$ cat src/rtl/fp16_seq_pkg.sv
// Shared types and constants for the FP16 operation sequencer.
package fp16_seq_pkg;

    typedef enum logic [2:0] {
        StIdle,
        StLoadA,
        StGap,
        StLoadB,
        StIssue,
        StWait,
        StResp
    } seq_state_e;

    localparam logic [1:0] OP_ADD = 2'd0;
    localparam logic [1:0] OP_SUB = 2'd1;
    localparam logic [1:0] OP_MUL = 2'd2;
    localparam logic [1:0] OP_ILL = 2'd3;

    localparam logic [1:0] ST_OK      = 2'd0;
    localparam logic [1:0] ST_NAN     = 2'd1;
    localparam logic [1:0] ST_TIMEOUT = 2'd2;
    localparam logic [1:0] ST_ILLEGAL = 2'd3;

    localparam logic [15:0] FP16_QNAN     = 16'h7E00;
    localparam logic [4:0]  FP16_EXP_ONES = 5'h1F;

    // NaN: all-ones exponent with a non-zero mantissa (infinity is not NaN).
    function automatic logic fp16_is_nan(input logic [15:0] v);
        return (v[14:10] == FP16_EXP_ONES) && (v[9:0] != 10'd0);
    endfunction

endpackage

$ cat src/rtl/watchdog_counter.sv
// Non-wrapping cycle counter that flags when it has reached LIMIT-1.
module watchdog_counter #(
    parameter int unsigned LIMIT = 64
) (
    input  logic i_clk,
    input  logic i_rst_n,
    input  logic i_clear,
    input  logic i_inc,
    output logic o_expired
);

    localparam int unsigned W = $clog2(LIMIT) + 1;
    localparam logic [W-1:0] LAST = W'(LIMIT - 1);

    logic [W-1:0] r_count;

    // Count up while enabled, holding at the last value instead of wrapping.
    always_ff @(posedge i_clk or negedge i_rst_n) begin
        if (!i_rst_n) begin
            r_count <= '0;
        end else if (i_clear) begin
            r_count <= '0;
        end else if (i_inc && (r_count != LAST)) begin
            r_count <= r_count + 1'b1;
        end
    end

    assign o_expired = (r_count == LAST);

endmodule

$ cat src/rtl/fp16_op_sequencer.sv
// Sequences one FP16 operation: unpack both operands through the shared load
// unit, issue to the ALU under a watchdog and return the result.
module fp16_op_sequencer
    import fp16_seq_pkg::*;
#(
    parameter int unsigned TIMEOUT = 64
) (
    input  logic        i_clk,
    input  logic        i_rst_n,
    input  logic        i_req_valid,
    output logic        o_req_ready,
    input  logic [15:0] i_req_a,
    input  logic [15:0] i_req_b,
    input  logic [1:0]  i_req_op,
    output logic        o_load_enable,
    output logic [15:0] o_load_data,
    input  logic        i_load_valid,
    input  logic        i_load_sign,
    input  logic [4:0]  i_load_exp,
    input  logic [9:0]  i_load_mant,
    output logic        o_alu_start,
    output logic [1:0]  o_alu_op,
    output logic [15:0] o_alu_a,
    output logic [15:0] o_alu_b,
    input  logic        i_alu_done,
    input  logic [15:0] i_alu_result,
    output logic        o_rsp_valid,
    input  logic        i_rsp_ready,
    output logic [15:0] o_rsp_result,
    output logic [1:0]  o_rsp_status
);

    seq_state_e  r_state;
    logic [15:0] r_a;
    logic [15:0] r_b;
    logic [1:0]  r_op;
    logic [15:0] r_opa;
    logic [15:0] r_opb;
    logic [15:0] r_rsp_result;
    logic [1:0]  r_rsp_status;
    logic        r_alu_start;

    logic [15:0] w_load_word;
    logic        w_wd_clear;
    logic        w_wd_inc;
    logic        w_wd_expired;

    assign w_load_word = {i_load_sign, i_load_exp, i_load_mant};
    assign w_wd_clear  = (r_state == StIssue);
    assign w_wd_inc    = (r_state == StWait) && !i_alu_done;

    watchdog_counter #(
        .LIMIT (TIMEOUT)
    ) u_watchdog (
        .i_clk     (i_clk),
        .i_rst_n   (i_rst_n),
        .i_clear   (w_wd_clear),
        .i_inc     (w_wd_inc),
        .o_expired (w_wd_expired)
    );

    // Main sequencing FSM with all captures and registered outputs.
    always_ff @(posedge i_clk or negedge i_rst_n) begin
        if (!i_rst_n) begin
            r_state      <= StIdle;
            r_a          <= '0;
            r_b          <= '0;
            r_op         <= '0;
            r_opa        <= '0;
            r_opb        <= '0;
            r_rsp_result <= '0;
            r_rsp_status <= '0;
            r_alu_start  <= 1'b0;
        end else begin
            r_alu_start <= 1'b0;
            unique case (r_state)
                StIdle: begin
                    if (i_req_valid) begin
                        r_a     <= i_req_a;
                        r_b     <= i_req_b;
                        r_op    <= i_req_op;
                        r_state <= StLoadA;
                    end
                end
                StLoadA: begin
                    if (i_load_valid) begin
                        r_opa   <= w_load_word;
                        r_state <= StGap;
                    end
                end
                // One idle cycle so the load unit sees a fresh enable edge.
                StGap: r_state <= StLoadB;
                StLoadB: begin
                    if (i_load_valid) begin
                        r_opb       <= w_load_word;
                        // Pre-decide the start pulse so it lands in ISSUE only.
                        r_alu_start <= (r_op != OP_ILL) && !fp16_is_nan(r_opa) &&
                                       !fp16_is_nan(w_load_word);
                        r_state     <= StIssue;
                    end
                end
                StIssue: begin
                    if (r_op == OP_ILL) begin
                        r_rsp_result <= FP16_QNAN;
                        r_rsp_status <= ST_ILLEGAL;
                        r_state      <= StResp;
                    end else if (fp16_is_nan(r_opa) || fp16_is_nan(r_opb)) begin
                        r_rsp_result <= FP16_QNAN;
                        r_rsp_status <= ST_NAN;
                        r_state      <= StResp;
                    end else begin
                        r_state <= StWait;
                    end
                end
                StWait: begin
                    // Completion beats an expiring watchdog in the same cycle.
                    if (i_alu_done) begin
                        r_rsp_result <= i_alu_result;
                        r_rsp_status <= ST_OK;
                        r_state      <= StResp;
                    end else if (w_wd_expired) begin
                        r_rsp_result <= FP16_QNAN;
                        r_rsp_status <= ST_TIMEOUT;
                        r_state      <= StResp;
                    end
                end
                StResp: begin
                    if (i_rsp_ready) begin
                        r_state <= StIdle;
                    end
                end
                default: r_state <= StIdle;
            endcase
        end
    end

    // Outputs are registers or pure decodes of the state register.
    always_comb begin
        o_load_data = 16'd0;
        if (r_state == StLoadA) begin
            o_load_data = r_a;
        end else if (r_state == StLoadB) begin
            o_load_data = r_b;
        end
    end

    assign o_req_ready   = (r_state == StIdle);
    assign o_load_enable = (r_state == StLoadA) || (r_state == StLoadB);
    assign o_alu_start   = r_alu_start;
    assign o_alu_op      = r_op;
    assign o_alu_a       = r_opa;
    assign o_alu_b       = r_opb;
    assign o_rsp_valid   = (r_state == StResp);
    assign o_rsp_result  = r_rsp_result;
    assign o_rsp_status  = r_rsp_status;

endmodule

$ cat config.mk
export PLATFORM = sky130hd
export DESIGN_NAME = fp16_op_sequencer
export DESIGN_NICKNAME = d
export VERILOG_FILES = /design/src/rtl/fp16_seq_pkg.sv /design/src/rtl/watchdog_counter.sv /design/src/rtl/fp16_op_sequencer.sv
export SDC_FILE = /design/constraint.sdc
export NUM_CORES = 1
export LEC_CHECK = 0
export BUFFER_PORTS_ARGS = -buffer_cell sky130_fd_sc_hd__buf_2
export CAP_MARGIN = 20
export CELL_PAD_IN_SITES_DETAIL_PLACEMENT = 1
export CELL_PAD_IN_SITES_GLOBAL_PLACEMENT = 1
export CORE_AREA = 2 2 119 109
export DETAILED_ROUTE_END_ITERATION = 16
export DIE_AREA = 0 0 121 111
export HOLD_SLACK_MARGIN = 0.1
export PLACE_DENSITY_LB_ADDON = 0.1
export SLEW_MARGIN = 0
export SYNTH_ARGS = -nofsm -noshare
export SYNTH_HDL_FRONTEND = slang
export SYNTH_SLANG_ARGS = --single-unit
$ cat constraint.sdc
create_clock -name i_clk -period 1.7 [get_ports i_clk]
set_input_delay 0.255 -clock i_clk [delete_from_list [all_inputs] [get_ports i_clk]]
set_output_delay 0.255 -clock i_clk [all_outputs]
set_load 0.005 [all_outputs]
# --- Word level (Yosys, flattened, before mapping) ---
# Index checks and enable logic that the tools add are counted.
classes:
  n_addsub: 1
  multipliers: 0
  n_div: 0
  magnitude_cmp: 0
  eq_ne: 19
  n_shift: 0
  mux: 25
  bitwise: 0
  n_reduce_logical: 23
ops:
  columns: ["cell", "count"]
  rows:
  - ["$mux W16", 6]
  - ["$pmux W16 S2", 1]
  - ["$reduce_bool A10 Y1", 3]
  - ["$pmux W3 S7", 1]
  - ["$mux W3", 6]
  - ["$eq A5 B5 Y1 const B", 3]
  - ["$mux W7", 2]
  - ["$mux W2", 6]
  - ["$eq A3 B3 Y1 const B", 3]
  - ["$ne A2 B2 Y1 const B", 4]
  - ["$add A7 B1 Y7 const B", 1]
  - ["$eq A7 B6 Y1 const B", 1]
  - ["$logic_and A1 B1 Y1", 7]
  - ["$ne A7 B6 Y1 const B", 1]
  - ["$eq A3 B2 Y1 const B", 2]
  - ["$reduce_and A2 Y1", 3]
  - ["$reduce_and A5 Y1", 1]
  - ["$pmux W2 S2", 1]
  - ["$reduce_bool A2 Y1", 2]
  - ["$eq A3 B1 Y1 const B", 1]
  - ["$logic_not A1 Y1", 3]
  - ["$logic_not A3 Y1", 1]
  - ["$ne A3 B2 Y1 const B", 1]
  - ["$ne A3 B3 Y1 const B", 1]
  - ["other kinds (5)", 7]
totals:
  regBits: 95
  latchBits: 0
  ramBits: 0
  romBits: 0
  out_inout_bits: 72
  elab_cells: 78
  mem_count: 0

# --- Depth between registers and ports, before layout ---
# Gate-level depths: netlist of the first run.
logic_depth:
  depth_word: 7
  ltp_mapped: 7
  ltp_nobuf: 6

# --- Cells and area by module ---
# From an unflattened synthesis of the first run, not the netlist that was laid out.
hier_totals:
  hier_cells: 316
  area_unflattened_um2: 4259.1
by_module_without_submodules:
  columns: ["module", "n_inst", "cells_per_inst", "area_each_um2", "seq_area_each_um2"]
  rows:
  - ["fp16_op_sequencer", 1, 274, 3838.7, 2202.1]
  - ["watchdog_counter", 1, 42, 420.4, 175.2]

# --- Worst setup path before layout of the first run ---
# OpenSTA, ideal clock, no wires.
synth_timing:
  path_kind: "register -> register"
  from: "register r_state[1]"
  to: "register r_op[1], in the netlist o_alu_op[1]"
  setup_ps: 125
  arrival_ps: 1527
  required_ps: 1575
  path_slack_ps: 48
  stages_incl_launch_ff: 7
  period_less_slack_ps: 1652
  path_cell_list: "dfrtp_1 -> buf_2 -> nor3_1 -> and2_1 -> buf_4 -> buf_4 -> mux2_2"
synth_between:
  elab_chain_len: 2
synth_lines:
  columns: ["item", "line", "rtl"]
  rows:
  - ["from (decl)", "fp16_op_sequencer.sv:33", "seq_state_e r_state;"]
  - ["from (signal assigned)", "fp16_op_sequencer.sv:65", "r_state <= StIdle;"]
  - ["from (signal assigned)", "fp16_op_sequencer.sv:82", "r_state <= StLoadA;"]
  - ["from (signal assigned)", "fp16_op_sequencer.sv:88", "r_state <= StGap;"]
  - ["$logic_not A3 Y1", null, null]
  - ["net o_req_ready", "fp16_op_sequencer.sv:11", "output logic o_req_ready,"]
  - ["$reduce_and A2 Y1 (no line)", null, null]
  - ["to (signal assigned)", "fp16_op_sequencer.sv:81", "r_op <= i_req_op;"]
  - ["to (decl)", "fp16_op_sequencer.sv:36", "logic [1:0] r_op;"]
# The timed path passes the listed nets, and every way through them passes these cells.
# A chain may end at the register's enable or synchronous reset.

# --- Worst setup path after layout of the first run ---
layout_timing:
  from: "register r_state[1]"
  to: "output port o_load_data[10]"
layout_between:
  elab_chain_len: 3
layout_lines:
  columns: ["item", "line", "rtl"]
  rows:
  - ["$eq A3 B2 Y1", "fp16_op_sequencer.sv:142", "end else if (r_state == StLoadB) begin"]
  - ["$mux W16", "fp16_op_sequencer.sv:142", null]
  - ["$mux W16 (*)", "fp16_op_sequencer.sv:140", "if (r_state == StLoadA) begin"]
  - ["to (decl)", "fp16_op_sequencer.sv:16", "output logic [15:0] o_load_data,"]
# Every way passes the cells marked *; elsewhere a longest branch is shown, timed or not.

==> metrics.md, run 1 <==
| Metric | Value |
|---|---|
| Status | finished clean |
| Initial antenna violation count | 0 |
| CP peak stage delay | ~480 ps |
| Lkg Pwr | 0.00274 uW |
| Clock period minus worst slack | ~1700 ps |
| Total chip power | around 10000 uW |
| FP Rows | 39 |
| Worst hold margin | 133 ps |
| Port bufs | roughly 140 |
| Die area | 13400 sq um |
| Pwr dens | between 1500 and 2000 nW/um^2 |
| Top cell type's share of synthesized area | between 50% and 60% |
| Initial core utilization | 33.8% |
| Post-synth EDFFs | 0 |
| Hold Vio Cnt, Final | 0 |
| Actual slew at the worst max-slew pin | between 400 and 500 ps |
| RSZ-0062 raised after global routing | true |
| Complex-gate fraction of the synthesized area | 7.62% |
| Crit path capture type | output pin |
| GRT Total Usage | 17.0% |
| Post-synthesis async set-or-reset flop share | 100% |
| Syn Inst Count | between 300 and 400 |
| Post-synthesis adder-cell area fraction | 0.300% |
| Die Wd | 121 um |
| Commonest non-fill, non-tap cell in the layout | buf_2 |
| CP max FO | 9 |
| Die H | 111 um |
| Top cells by area, synth | dfrtp_1 57%, mux2_2 15%, mux2i_1 4.1% |
| Final cell count without fillers | about 660 |
| Starting DRT DRC Count | 73 |
| Final HPWL DP | 8010 um |
| WP depth | 4 |
| Diode count | 0 |
| Synth Net Count | slightly below 400 |
| Post-synthesis xor/xnor area fraction | 0.420% |
| Max VDD drop | ~0.78 mV |
| Synthesis-stage register bit count | 95 |
| Layout net count | about 560 |
| Hold path cells | 2 |
| Final period util | 98.5% |
| TNS Setup | 0 ps |
| WP buf/inv | 2 |
| # IOs | approximately 140 |
| Area of the core | around 12000 sq um |
| Sink Count | 95 |
| Max-Cap Viols | 0 |
| Drt pass-1 iters | 4 |
| FMAX | between 500 and 600 MHz |
| Mux cell area share after synthesis | ~22% |
| Vias | 3190 |
| TritonCTS clock tree | done |
| Worst path cell trace | clkbuf_16 > mux2i_1 > nor2_1 > buf_2 |
| Mean Syn Cell Area | roughly 13 sq um |
| H-tree levels | 3 |
| Placed cells | 635 |
| Largest area contributor in the synthesized netlist | dfrtp_1 |
| Worst EP required | ~1400 ps |
| Critical path class | reg -> out |
| Mean routed wirelength per cell | ~17 um |
| Main synth FF type | dfrtp_1 |
| Share of layout cells above drive strength 1 | a little over half |
| Final Max Slew Viols | 0 |
| Antenna-violating nets left | 0 |
| Yosys Warn Count | 0 |
| Layout Area Growth over Synthesis | 36.8% |
| Largest net degree at the start of global routing | 36 |
| Rel. slew slack | between 60 and 70% |
| Post-synthesis cell type count | 46 |
| Setup Viol. Count Final | 0 |
| Mapped cell area | about 4200 sq um |
| Hold Path Class | in -> reg |
| Worst r2r path cells | 4 |
| CP max-delay cell | dfrtp_2 |
| CP arrival | approximately 1400 ps |
| Sequential area share after synthesis | approximately 57% |
| Clock slew at reported path FFs | approximately 60 ps |
| Crit start category | flop |
| CTS root buf | clkbuf_16 |
| Most frequent cells in the layout | 142 x buf_2, 93 x dfrtp_1, 56 x mux2_2 |
| Routed WL | roughly 11000 um |
| Clk buf depth | 2 |
| GP Congestion | approximately 0.76 |
| Vias in the first global route | 3364 |
| Finished Core Util | 46.2% |
| First-pass GRT wire length | 17600 um |
| Number of buffers created by CTS | 9 |
| Residual DRC count | 0 |
| Simple-gate share of the synthesized area | under 10% |
| Overflow after GRT | 0 |
| Largest family of logic cells by synthesized area | multiplexers |
| Top delay family on crit path | flip-flops |
| Worst skew pair latency | between 300 and 400 ps |
| Setup Skew | roughly 4.3 ps |
| Via/cell ratio | ~4.8 |
[repair_timing]
action                                  in CTS  in global routing
resized for setup                            7                 13
endpoints found under the setup margin      36                 72
endpoints found under the hold margin       17                  0
hold buffers                                 1                  0
pin swaps                                    3                  6
gates cloned                                 1                  3
buffers inserted                             2                  2
[stage by stage]
stage	instance area, sq um	setup WS (ps)
finish	5710	25.7
floorplan	4170	47.9
global route	5710	-62.6
global placement	5200	18.1
CTS	5570	3.09
detailed placement	5200	-60.2
[report_power, final]
group / internal, uW / switching, uW
clock: 1270 / 843
sequential: 3300 / 698
combinational: 2420 / 1860
[logic make-up (layout without fill, tap and decap cells)]
family	after synthesis	in the layout
flops	95	95
mux	83	83
simple gates	76	76
compound gates	41	42
buf+inv	25	195
xor+xnor	2	2
fa+ha+maj	1	1
[worst paths after layout]
check / end / slack, ps / start
max: o_load_data[10] / 30 / r_state[1]
min: o_rsp_result[4] / 130 / i_alu_result[4]
max reg2reg: r_b[7] / 40 / r_state[1]
min reg2reg: o_alu_a[15] / 490 / o_alu_a[15]
max in group asynchronous: r_state[1] / 710 / i_rst_n
min in group asynchronous: r_a[0] / 350 / i_rst_n
[cell usage after synthesis, types with 2 or more instances]
library cell,n
nor3_1,4
nand2b_1,3
o21ai_0,6
or3_1,3
a211o_1,2
clkbuf_1,3
o211ai_1,2
nand3_1,6
nor2b_1,2
mux2i_1,17
dfrtp_1,95
a22o_1,10
inv_1,8
buf_4,5
nor2_1,33
nor4_1,5
buf_2,6
and3_1,4
mux2_1,10
o31ai_1,2
a21oi_1,9
buf_6,2
nand2_1,8
mux2_2,56
[state kept, by name, summed over array words and instances, names as in the netlist, 2 cells and up]
register / cells
o_alu_op: 2
o_alu_a: 16
r_b: 16
o_alu_b: 16
o_rsp_status: 2
u_watchdog.r_count: 7
r_state: 3
r_a: 16
o_rsp_result: 16
[metal layers]
metal	up-vias	global-route usage (%)	routed length, um
li1	1492	-	-
met1	1613	21.9	4940
met2	73	26.9	5430
met3	12	4.84	648
met4	0	6.51	186
met5	-	0	0
[area by class of cell]
cell class              count  area [sq um]
multi-input cells         204          1730
fillers                  1341          6640
flip-flops and latches     95          2380
inverters                   9          33.8
well taps                 164           205
repair buffers            172          1060
clock inverters             4          72.6
clock buffers              10           229
(Power assumes the default switching activity.)
==> run 2, diff against run 1 <==
--- a/config.mk
+++ b/config.mk
@@ -14,7 +14,6 @@
 export DIE_AREA = 0 0 121 111
 export HOLD_SLACK_MARGIN = 0.1
 export PLACE_DENSITY_LB_ADDON = 0.1
-export SLEW_MARGIN = 0
 export SYNTH_ARGS = -nofsm -noshare
 export SYNTH_HDL_FRONTEND = slang
 export SYNTH_SLANG_ARGS = --single-unit
==> constraint.sdc (replaced) <==
create_clock -name i_clk -period 1.7 [get_ports i_clk]
set_input_delay 0.34 -clock i_clk [delete_from_list [all_inputs] [get_ports i_clk]]
set_output_delay 0.34 -clock i_clk [all_outputs]
set_load 0.005 [all_outputs]
==> metrics.md, run 2 (synthesized netlist as in run 1, its figures left out) <==
| Metric | Value |
|---|---|
| Setup Skew | 6.10 ps (+1.82 ps) |
| Worst r2r dst | o_rsp_result[7] |
| Hold wc startpoint | i_alu_result[4] |
| Die H | 111 um (unchanged) |
| GP Congestion | 0.723 (-4.6%) |
| CP max FO | 15 (+6) |
| First-pass GRT wire length | 17600 um (-0.20%) |
| Hold path cells | 2 (unchanged) |
| Most frequent cells in the layout | 142 x buf_2, 94 x dfrtp_1, 56 x mux2_2 |
| Sink Count | 95 (unchanged) |
| Final period util | 99.0% (+0.47 points) |
| Reg2reg start | u_watchdog.r_count[1] |
| Worst EP required | 1360 ps (-80 ps) |
| Filler Cells Inserted | 1364 (+1.7%) |
| Layout net count | 560 (-0.71%) |
| Crit start category | flop |
| TritonCTS clock tree | done |
| Clock slew at reported path FFs | 70 ps (about the same) |
| Die Wd | 121 um (unchanged) |
| CP peak stage delay | 420 ps (-60 ps) |
| Worst hold margin | 217 ps (+83.2 ps) |
| Worst path cell trace | buf_12 > mux2i_1 > nor2_1 > buf_2 |
| Storage cell area | 2380 sq um (about the same) |
| Initial antenna violation count | 0 (unchanged) |
| Post-route setup slack | 17.7 ps (-8.03 ps) |
| Status | finished clean |
| Hold Path Class | in -> reg |
| Vias in the first global route | 3422 (+1.7%) |
| Setup Viol. Count Final | 0 (unchanged) |
| Reg-to-reg slack, setup | 70 ps (+30 ps) |
| Clock period minus worst slack | 1680 ps (+8.03 ps) |
| Mean routed wirelength per cell | 16.4 um (-3.7%) |
| Number of buffers created by CTS | 9 (unchanged) |
| Commonest non-fill, non-tap cell in the layout | buf_2 |
| FMAX | 594 MHz (-0.48%) |
| Final Max Slew Viols | 0 (unchanged) |
| Hold Vio Cnt, Final | 0 (unchanged) |
| RSZ-0062 raised after global routing | true |
| CP max-delay cell | dfrtp_2 |
| Vias | 3146 (-1.4%) |
| Initial core utilization | 33.8% (unchanged) |
| TNS Setup | 0 ps (unchanged) |
| Worst r2r path cells | 7 (+3) |
| DP Worst Slack | -10.4 ps (+49.8 ps) |
| # IOs | 144 (unchanged) |
| Via/cell ratio | 4.80 (-1.1%) |
| Finished Core Util | 45.8% (-0.45 points) |
| Critical Path Source | r_state[1] |
| CP arrival | 1340 ps (-80 ps) |
| Max VDD drop | 0.759 mV (-2.5%) |
| Total chip power | 10200 uW (-1.7%) |
| Antenna-violating nets left | 0 (unchanged) |
| H-tree levels | 3 (unchanged) |
| Lkg Pwr | 0.00271 uW (-0.78%) |
| GRT Total Usage | 16.7% (-0.26 points) |
| Area of the core | 12300 sq um (unchanged) |
| Actual slew at the worst max-slew pin | 538 ps (+55.6 ps) |
| Starting DRT DRC Count | 68 (-6.8%) |
| Clk buf depth | 2 (unchanged) |
| Overflow after GRT | 0 (unchanged) |
| Routed WL | 10800 um (-4.0%) |
| Rel. slew slack | 64.2% (-3.6 points) |
| Diode count | 0 (unchanged) |
| Max-Cap Viols | 0 (unchanged) |
| Pwr dens | 1810 nW/um^2 (-0.79%) |
| Layout Area Growth over Synthesis | 35.5% |
| Hold Path End | o_rsp_result[4] |
| Multi-input gate area | 1720 sq um (-0.15%) |
| Critical path class | reg -> out |
| CTS root buf | clkbuf_16 |
| Share of layout cells above drive strength 1 | 52.2% (-0.40 points) |
| Port bufs | 143 (unchanged) |
| Drt pass-1 iters | 4 (unchanged) |
| Crit path capture type | output pin |
| FP Rows | 39 (unchanged) |
| Residual DRC count | 0 (unchanged) |
| Final HPWL DP | 7640 um (-4.5%) |
| Die area | 13400 sq um (unchanged) |
| Worst skew pair latency | 340 ps (about the same) |
| Largest net degree at the start of global routing | 96 (+170%) |
==> run 2: cell types whose count changed in the layout (fill, tap and decap cells not counted), sizes merged <==
cell | before | now
bufinv | 2 | 1
clkinv | 1 | 3
inv | 9 | 10
clkbuf | 13 | 11
buf | 168 | 166
==> run 2: timing repair <==
item                       CTS  global route
gates cloned                 0             2
buffers inserted             2             1
gates resized for setup     12             7
hold endpoints to repair    95             0
hold buffers                 1             0
setup endpoints to repair   23            44
pin swaps                    1             7
==> run 2: where the power goes <==
part / switching [uW] / internal, uW / leakage (uW) / total [uW]
clock: 872 / 1190 / 0.000149 / 2060
combinational: 1860 / 2340 / 0.00142 / 4200
sequential: 663 / 3300 / 0.00114 / 3960
total: 3390 / 6830 / 0.00271 / 10200
==> run 2: area by class of cell <==
type                            instances  area share (%)
Clock buffer                           10            4.23
Clock inverter                          6            1.22
Inverter                                9           0.598
Multi-Input combinational cell        204            30.5
Sequential cell                        95            42.1
Tap cell                              164            3.63
Timing Repair Buffer                  168            17.8
==> run 2: per-layer routing <==
layer	track usage [%]	share of wire, %	up-vias	wire (um)
li1	-	-	1484	-
met1	22.0	45	1577	4840
met2	26.7	48	74	5160
met3	4.58	5.6	11	599
met4	5.35	1.4	0	149
met5	0	0	-	0
==> run 2: worst max-delay path, delay by kind of cell (launching register included) <==
kind                   cells  cell delay [ps]
flip-flops                 1              420
buffers and inverters      2              300
multiplexers               1              220
AND/OR/NAND/NOR            1               50
==> run 2: through the flow <==
step	area (sq um)	cells
6_report	5650	656
5_1_grt	5650	656
4_1_cts	5580	653
3_5_place_dp	5190	634
3_3_place_gp	5190	634
2_1_floorplan	4170	323
==> run 2: worst max path at each step <==
stage,endpoint,cells after the start
global placement,u_watchdog.r_count[5],7
CTS,o_load_data[15],4
floorplan,o_alu_op[1],6
global route,u_watchdog.r_count[3],6
detailed placement,u_watchdog.r_count[5],7
finish,o_load_data[15],4
